==> config.mk <==
export PLATFORM = sky130hd
export DESIGN_NAME = sort_drain
export DESIGN_NICKNAME = d
export VERILOG_FILES = /design/src/rtl/sort_drain.sv
export SDC_FILE = /design/constraint.sdc
export NUM_CORES = 1
export LEC_CHECK = 0
export ABC_CLOCK_PERIOD_IN_PS = 18200
export CORE_MARGIN = 2
export CORE_UTILIZATION = 50
export DETAILED_ROUTE_END_ITERATION = 16
export GPL_TIMING_DRIVEN = 0
export PLACE_DENSITY = 0.79
export SYNTH_ARGS = -nofsm -noshare
export SYNTH_HDL_FRONTEND = slang
export SYNTH_SLANG_ARGS = --single-unit
==> constraint.sdc <==
create_clock -name clk -period 18.2 [get_ports clk]
set_clock_uncertainty 0.05 [all_clocks]
set_input_delay 4.55 -clock clk [delete_from_list [all_inputs] [get_ports clk]]
set_output_delay 4.55 -clock clk [all_outputs]
set_load 0.005 [all_outputs]
==> src/rtl/sort_drain.sv <==
// Output stage for the 8-input bitonic sorter: captures a sorted set in parallel,
// ping-pongs it through two banks and streams it out one word per beat, o1 first.
module sort_drain #(
  parameter int unsigned WIDTH = 32
) (
  input  logic             clk,
  input  logic             reset,
  input  logic             in_valid,
  input  logic [WIDTH-1:0] i1,
  input  logic [WIDTH-1:0] i2,
  input  logic [WIDTH-1:0] i3,
  input  logic [WIDTH-1:0] i4,
  input  logic [WIDTH-1:0] i5,
  input  logic [WIDTH-1:0] i6,
  input  logic [WIDTH-1:0] i7,
  input  logic [WIDTH-1:0] i8,
  input  logic             dir,
  output logic             in_ready,
  output logic [WIDTH-1:0] out_data,
  output logic [2:0]       out_index,
  output logic             out_last,
  output logic             out_dir,
  output logic             out_valid,
  input  logic             out_ready,
  output logic             order_err
);

  localparam int unsigned NWORDS = 8;
  localparam int unsigned IDXW   = 3;
  localparam int unsigned NBANKS = 2;

  logic [WIDTH-1:0] w_in [NWORDS];
  logic [WIDTH-1:0] r_mem [NBANKS][NWORDS];
  logic [NBANKS-1:0] r_dir;
  logic [NBANKS-1:0] r_full;
  logic              r_wr_bank;
  logic              r_rd_bank;
  logic [IDXW-1:0]   r_cnt;
  logic              r_order_err;

  logic w_capture;
  logic w_beat;
  logic w_last_beat;
  logic w_order_bad;

  assign w_in[0] = i1;
  assign w_in[1] = i2;
  assign w_in[2] = i3;
  assign w_in[3] = i4;
  assign w_in[4] = i5;
  assign w_in[5] = i6;
  assign w_in[6] = i7;
  assign w_in[7] = i8;

  // Writability comes from registered state only: a bank freed this cycle opens next cycle.
  assign in_ready    = reset & ~r_full[r_wr_bank];
  assign w_capture   = in_valid & in_ready;
  assign out_valid   = r_full[r_rd_bank];
  assign w_beat      = out_valid & out_ready;
  assign w_last_beat = w_beat & (r_cnt == IDXW'(NWORDS - 1));

  // Neighbour check against the declared direction; equal neighbours are legal.
  always_comb begin
    w_order_bad = 1'b0;
    for (int k = 0; k < NWORDS - 1; k++) begin
      if (dir ? (w_in[k] > w_in[k+1]) : (w_in[k] < w_in[k+1])) begin
        w_order_bad = 1'b1;
      end
    end
  end

  // Bank storage is never reset; the full flags decide what is meaningful.
  always_ff @(posedge clk) begin
    if (w_capture) begin
      for (int k = 0; k < NWORDS; k++) begin
        r_mem[r_wr_bank][k] <= w_in[k];
      end
      r_dir[r_wr_bank] <= dir;
    end
  end

  // Capture and final beat always target different banks, so both may update r_full.
  always_ff @(posedge clk) begin
    if (!reset) begin
      r_full      <= '0;
      r_wr_bank   <= 1'b0;
      r_rd_bank   <= 1'b0;
      r_cnt       <= '0;
      r_order_err <= 1'b0;
    end else begin
      if (w_capture) begin
        r_full[r_wr_bank] <= 1'b1;
        r_wr_bank         <= ~r_wr_bank;
        if (w_order_bad) begin
          r_order_err <= 1'b1;
        end
      end
      if (w_beat) begin
        r_cnt <= r_cnt + IDXW'(1);
        if (w_last_beat) begin
          r_full[r_rd_bank] <= 1'b0;
          r_rd_bank         <= ~r_rd_bank;
        end
      end
    end
  end

  assign out_data  = r_mem[r_rd_bank][r_cnt];
  assign out_index = r_cnt;
  assign out_last  = (r_cnt == IDXW'(NWORDS - 1));
  assign out_dir   = r_dir[r_rd_bank];
  assign order_err = r_order_err;

endmodule

==> summary.txt, run 1 <==
Synth
  – #FFs+latches synth: around 520
  – Mapped Cells: between 1,500 and 2,000
  – EDFF count, synth: 514
  – Post-Syn Nets: 2,041
  – Ys async rst share: 0%
  – Mapped Area: 25,200 um2
  – Sequential-to-total area share from yosys stat: 61.9%
  – Post-synthesis cell type count: 50
  – Top FF cell, synth: edfxtp_1
  – Synth warnings: 0
  – Mean Syn Cell Area: 16.2 um2

Drt
  – Iteration count of the initial detailed-routing pass: 5
  – Via density per instance: roughly 6
  – Wirelength per Cell: 25.6 um
  – Iter 0 DRT Violations: roughly 1,900
  – Final wirelength: 67,700 um
  – Post-route ant nets: 0
  – Drt drc: 0
  – Total number of vias: 15,700

Run status
  – Status: finished clean

Finish
  – Final std cells w/o fill: about 2,600
  – Fill count: 3,578
  – Area Overhead vs Synth: 22.6%
  – Ratio of cells with drive above 1 in the final layout: between 10% and 20%
  – Final net count: 2,409

Worst setup path
  – CP max-delay cell: clkdlybuf4s50_1
  – Most frequent CP cell: clkdlybuf4s50_1
  – Reg2Reg Setup Slack: around 15,000 ps
  – Critical R2R Capture: r_mem[0][72]
  – Critical path class: in -> out
  – Worst-case reg-to-reg path depth: 8
  – Crit end category: primary output
  – Worst setup SP type: input pin
  – Critical path origin: reset
  – Worst-path fanout max: 6
  – CP peak stage delay: 660 ps
  – Setup crit end: in_ready
  – Crit-path cells: clkdlybuf4s50_1, inv_1, nor2_1, clkdlybuf4s50_1
  – Critical Path AT: ~6200 ps
  – Required @ worst endpoint: 13,600 ps
  – R2r startpoint: r_wr_bank

Floorplan
  – # rows: approximately 80
  – Initial Util: 50.5%
  – Die Area: 52,300 um2
  – Top Ports: 301
  – Die Wd: roughly 230 um
  – Core area: 50,000 um2
  – Die H: ~230 um

STA
  – Fin. Hold Viols: 0
  – Hold_ws: around 530 ps
  – RSZ-0062 raised after global routing: no
  – Pins over their slew limit: 0
  – Crit share post-route: 59.4%
  – Crit path time final: roughly 11,000 ps
  – Maximum clock frequency: 92.6 MHz
  – Worst-Margin Slew: roughly 1200 ps
  – TNS Setup: 0 ps
  – Rel. slew slack: 17.4%
  – Finish-stage setup viols: 0

Global routing
  – First-pass GRT wire length: about 99,000 um
  – Initial antenna violation count: 22
  – Via count of the first global-routing pass: 16,100
  – Largest net degree at the start of global routing: 65
  – All-Layer GR Usage: 25.8%
  – Grt ovf: 0

Clock tree
  – H-tree levels: 2
  – Clk root buf: clkbuf_16
  – Clock sink count: 523
  – CTS max path bufs: 3
  – CTS Hold Buffers Added: 0
  – CTS clock-pin slew for the worst setup and hold paths: 60 ps
  – CTS tree: built
  – TritonCTS Buffers: 54
  – Post-CTS sizing: 0
  – Setup bufs post-CTS: 0
  – Worst-skew pair later-pin latency: 610 ps

Placed design
  – Input/output buffers: 300
  – DP Cell Count: 2,538
  – RePlAce Congestion: 0.887
  – HPWL Detailed: roughly 50,000 um

Pwr
  – Total power draw: approximately 0.0027 W
  – VDD IR-drop max: 0.0615 mV
  – Leak: 11.4 nW
  – Pwr dens: 87.5 nW/um2

Run
  – Max-cap viol count: 0

Hold path
  – Hold Path Class: reg -> reg
[how the worst min path moves through the flow]
stage / start / end / slack [ps] / cells after the start
6_report: r_full[0] / r_full[0] / 530 / 1
5_1_grt: r_full[0] / r_full[0] / 540 / 1
4_1_cts: r_full[0] / r_full[0] / 520 / 1
3_5_place_dp: r_full[0] / r_full[0] / 500 / 1
3_3_place_gp: r_wr_bank / r_wr_bank / 490 / 2
2_1_floorplan: r_full[1] / r_full[1] / 470 / 1
[flip-flops by register name (all words and copies together) (netlist names), named ones only]
register	cells
r_dir	2
order_err	1
out_index	3
r_rd_bank	1
r_mem	512
r_full	2
r_wr_bank	1
[worst max-delay path: cells and delay by family]
| kind | cells | cell delay (ps) |
|---|---|---|
| buffers and inverters | 3 | 1410 |
| AND/OR/NAND/NOR | 1 | 240 |
[kinds of logic after synthesis]
group,synth area share (%)
buf+inv,4.03
mux,14.3
simple gates,3.94
xor+xnor,0.0694
fa+ha+maj,11.2
flops,61.9
compound gates,4.55
[power breakdown]
| part | leakage, nW | internal [W] | switching, W |
|---|---|---|---|
| Clock | 0.762 | 0.000560 | 0.000443 |
| Sequential | 4.77 | 0.00137 | 0.0000101 |
| Combinational | 5.88 | 0.000150 | 0.000170 |
| Total | 11.4 | 0.00209 | 0.000623 |
[layout by cell type (no fill, tap or decap), drive strengths merged, types with 3 or more instances in the layout]
cell	instances
a211oi	7
a21boi	4
a21o	18
a21oi	95
a221oi	10
a31oi	4
and4	8
buf	31
clkbuf	85
clkdlybuf4s50	300
clkinv	20
dfxtp	9
diode	13
edfxtp	514
ha	226
inv	234
mux4	160
nand2	58
nand3	24
nand4	40
nor2	19
nor2b	8
nor3	9
nor4	10
o211ai	11
o21ai	23
o221a	3
or4	6
[layer usage]
metal / GRT usage, % / up-vias / part of all wire (%)
li1: - / 6875 / -
met1: 33.7 / 7992 / 40
met2: 42.2 / 683 / 49
met3: 5.30 / 135 / 8.1
met4: 10.9 / 16 / 3.5
met5: 0 / - / 0.15
[cell usage after synthesis, types with 4 or more instances]
library cell	n	area share, %
nor4_1	9	0.22
nor2b_1	8	0.20
nand2_1	58	0.86
a211oi_1	7	0.21
buf_1	13	0.19
clkbuf_1	17	0.25
mux4_2	160	14
o21ai_0	22	0.44
a21o_1	18	0.54
nor3_1	9	0.18
nand3_1	24	0.48
nand4_1	39	0.97
edfxtp_1	514	61
a31oi_1	4	0.099
buf_2	6	0.12
dfxtp_1	9	0.71
and4_1	8	0.28
a21oi_1	93	1.8
inv_1	233	3.5
o211ai_1	10	0.30
or4_1	6	0.18
ha_1	226	11
a221oi_1	9	0.31
nor2_1	19	0.28
[through the flow]
step	worst slack, ps	cell area [um2]	util [%]
after global routing	7300	30900	61.9
after CTS	7430	30900	61.9
after global placement	-5680	29100	58.2
final	7400	30900	61.9
after detailed placement	7460	29400	58.8
after floorplan	1100	25200	-
[area by class of cell]
class	instances	area [um2]	share of cell area (%)
Clock inverter	22	124	0.400
Tap cell	672	841	2.72
Inverter	233	875	2.83
Clock buffer	68	1430	4.61
Timing Repair Buffer	312	3270	10.6
Antenna cell	13	32.5	0.105
Buffer	36	143	0.461
Multi-Input combinational cell	762	8610	27.8
Sequential cell	523	15600	50.5
(Power assumes the default switching activity.)
==> inputs of run 2 (changes only) <==
ABC_CLOCK_PERIOD_IN_PS = 10400   (was 18200)
clock period = 10.4 ns   (was 18.2 ns; I/O delays follow)
==> summary.txt, run 2 (same netlist as run 1, synthesis figures left out) <==
Run status
  – Status: finished clean

Drt
  – Via density per instance: 5.91
  – Post-route ant nets: 0
  – Total number of vias: 15,700
  – Iter 0 DRT Violations: 1,670
  – Wirelength per Cell: 25.9 um
  – Final wirelength: 68,600 um
  – Drt drc: 0
  – Iteration count of the initial detailed-routing pass: 5

Worst setup path
  – Most frequent CP cell: clkdlybuf4s50_1
  – Worst setup SP type: input pin
  – CP peak stage delay: 620 ps
  – R2r startpoint: r_wr_bank
  – Crit path depth: 4
  – Top cell family by delay on the critical path: buffers and inverters
  – Reg2Reg Setup Slack: 7660 ps
  – Worst-path fanout max: 6
  – Critical R2R Capture: r_mem[0][42]
  – Crit-path cells: clkdlybuf4s50_1, inv_1, nor2_1, clkdlybuf4s50_1
  – CP max-delay cell: clkdlybuf4s50_1
  – Crit end category: primary output
  – Crit path buffers/inverters: 3
  – Setup crit end: in_ready
  – Required @ worst endpoint: 7750 ps
  – Critical path origin: reset
  – Worst-case reg-to-reg path depth: 8
  – Critical Path AT: 4220 ps
  – Critical path class: in -> out

Global routing
  – Largest net degree at the start of global routing: 69
  – Initial antenna violation count: 26
  – Via count of the first global-routing pass: 16,200
  – All-Layer GR Usage: 26.4%
  – Grt ovf: 0
  – First-pass GRT wire length: 100,000 um

Floorplan
  – Die H: around 230 um
  – Die Area: 52,300 um2
  – Die Wd: between 200 and 250 um
  – Top Ports: 301
  – Core area: 50,000 um2
  – Initial Util: 50.5%
  – # rows: 82

Clock tree
  – H-tree levels: 2
  – CTS Hold Buffers Added: 0
  – CTS max path bufs: 3
  – Setup bufs post-CTS: 0
  – CTS tree: built
  – Clk root buf: clkbuf_16
  – TritonCTS Buffers: between 50 and 60
  – Post-CTS sizing: 0
  – Worst-skew pair later-pin latency: 610 ps
  – Clock sink count: approximately 520
  – CTS clock-pin slew for the worst setup and hold paths: 70 ps

STA
  – TNS Setup: 0 ps
  – Crit path time final: 6870 ps
  – Rel. slew slack: 17.6%
  – Pins over their slew limit: 0
  – Crit share post-route: around two thirds
  – Worst-Margin Slew: 1240 ps
  – Maximum clock frequency: 146 MHz
  – Fin. Hold Viols: 0
  – Finish-stage setup viols: 0
  – RSZ-0062 raised after global routing: no

Pwr
  – Pwr dens: 156 nW/um2
  – Leak: 11.5 nW
  – VDD IR-drop max: roughly 0.11 mV

Finish
  – Fill count: 3,550
  – Most frequent cells in the layout: edfxtp_1 (514), clkdlybuf4s50_1 (300), inv_1 (233), ha_1 (226), mux4_2 (160)
  – Reg area: 15,600 um2
  – Ratio of cells with drive above 1 in the final layout: 13.4%
  – Max FFs per register: 512
  – Biggest register: r_mem
  – Final instance area: 31,100 um2
  – Multi-input gate area: ~8600 um2
  – Commonest non-fill, non-tap cell in the layout: edfxtp_1
  – Final net count: 2,410
  – Area Overhead vs Synth: 23.4%
  – Final std cells w/o fill: 2,650

Placed design
  – Cell Area, Placed: 29,400 um2
  – Input/output buffers: 300
  – HPWL Detailed: 52,000 um
  – DP Cell Count: 2,540
  – RePlAce Congestion: 0.885

Run
  – Max-cap viol count: 0

Hold path
  – Hold Path Class: reg -> reg
  – Hold_sp: r_full[1]
[run 2: changes by cell type in the layout (fill, tap and decap cells not counted), sizes merged]
cell	before	now
clkinv	20	24
bufinv	1	4
buf	31	33
clkbuf	85	83
clkinvlp	0	1
inv	234	235
[run 2: layout make-up]
class | count | area share, %
multi-input cells | 762 | 27.7
plain buffers | 36 | 0.458
clock buffers | 66 | 4.55
well taps | 672 | 2.70
diodes | 13 | 0.105
repair buffers | 314 | 10.7
inverters | 233 | 2.81
flip-flops and latches | 523 | 50.2
clock inverters | 31 | 0.804
[run 2: layer usage]
layer  part of all wire [%]  wire length, um  vias up  GRT usage (%)
li1                       -                -     6877              -
met1                     37            25600     7872           33.4
met2                     48            33200      719           42.9
met3                     10             7070      156           7.70
met4                    3.7             2540       26           10.5
met5                   0.24              166        -              0
[run 2: where the power goes]
group	switching (W)	internal [W]
Sequential	0.0000179	0.00240
Clock	0.000800	0.00106
Combinational	0.000299	0.000268
Total	0.00112	0.00373
[run 2: worst min-delay path by stage]
stage                      to  cells past startpoint
floorplan           r_full[1]                      1
global placement    r_full[1]                      1
detailed placement  r_full[1]                      1
CTS                 r_full[1]                      1
global route        r_full[1]                      1
finish              r_full[1]                      1
[run 2: metrics by stage]
stage,utilization [%],worst slack (ps),total power [W],hold slack (ps)
global placement,58.2,-3390,0.00300,489
finish,62.3,3530,0.00485,526
detailed placement,58.9,3540,0.00303,502
floorplan,-,440,0.00273,470
CTS,62.2,3530,0.00487,523
global route,62.3,3390,0.00501,547
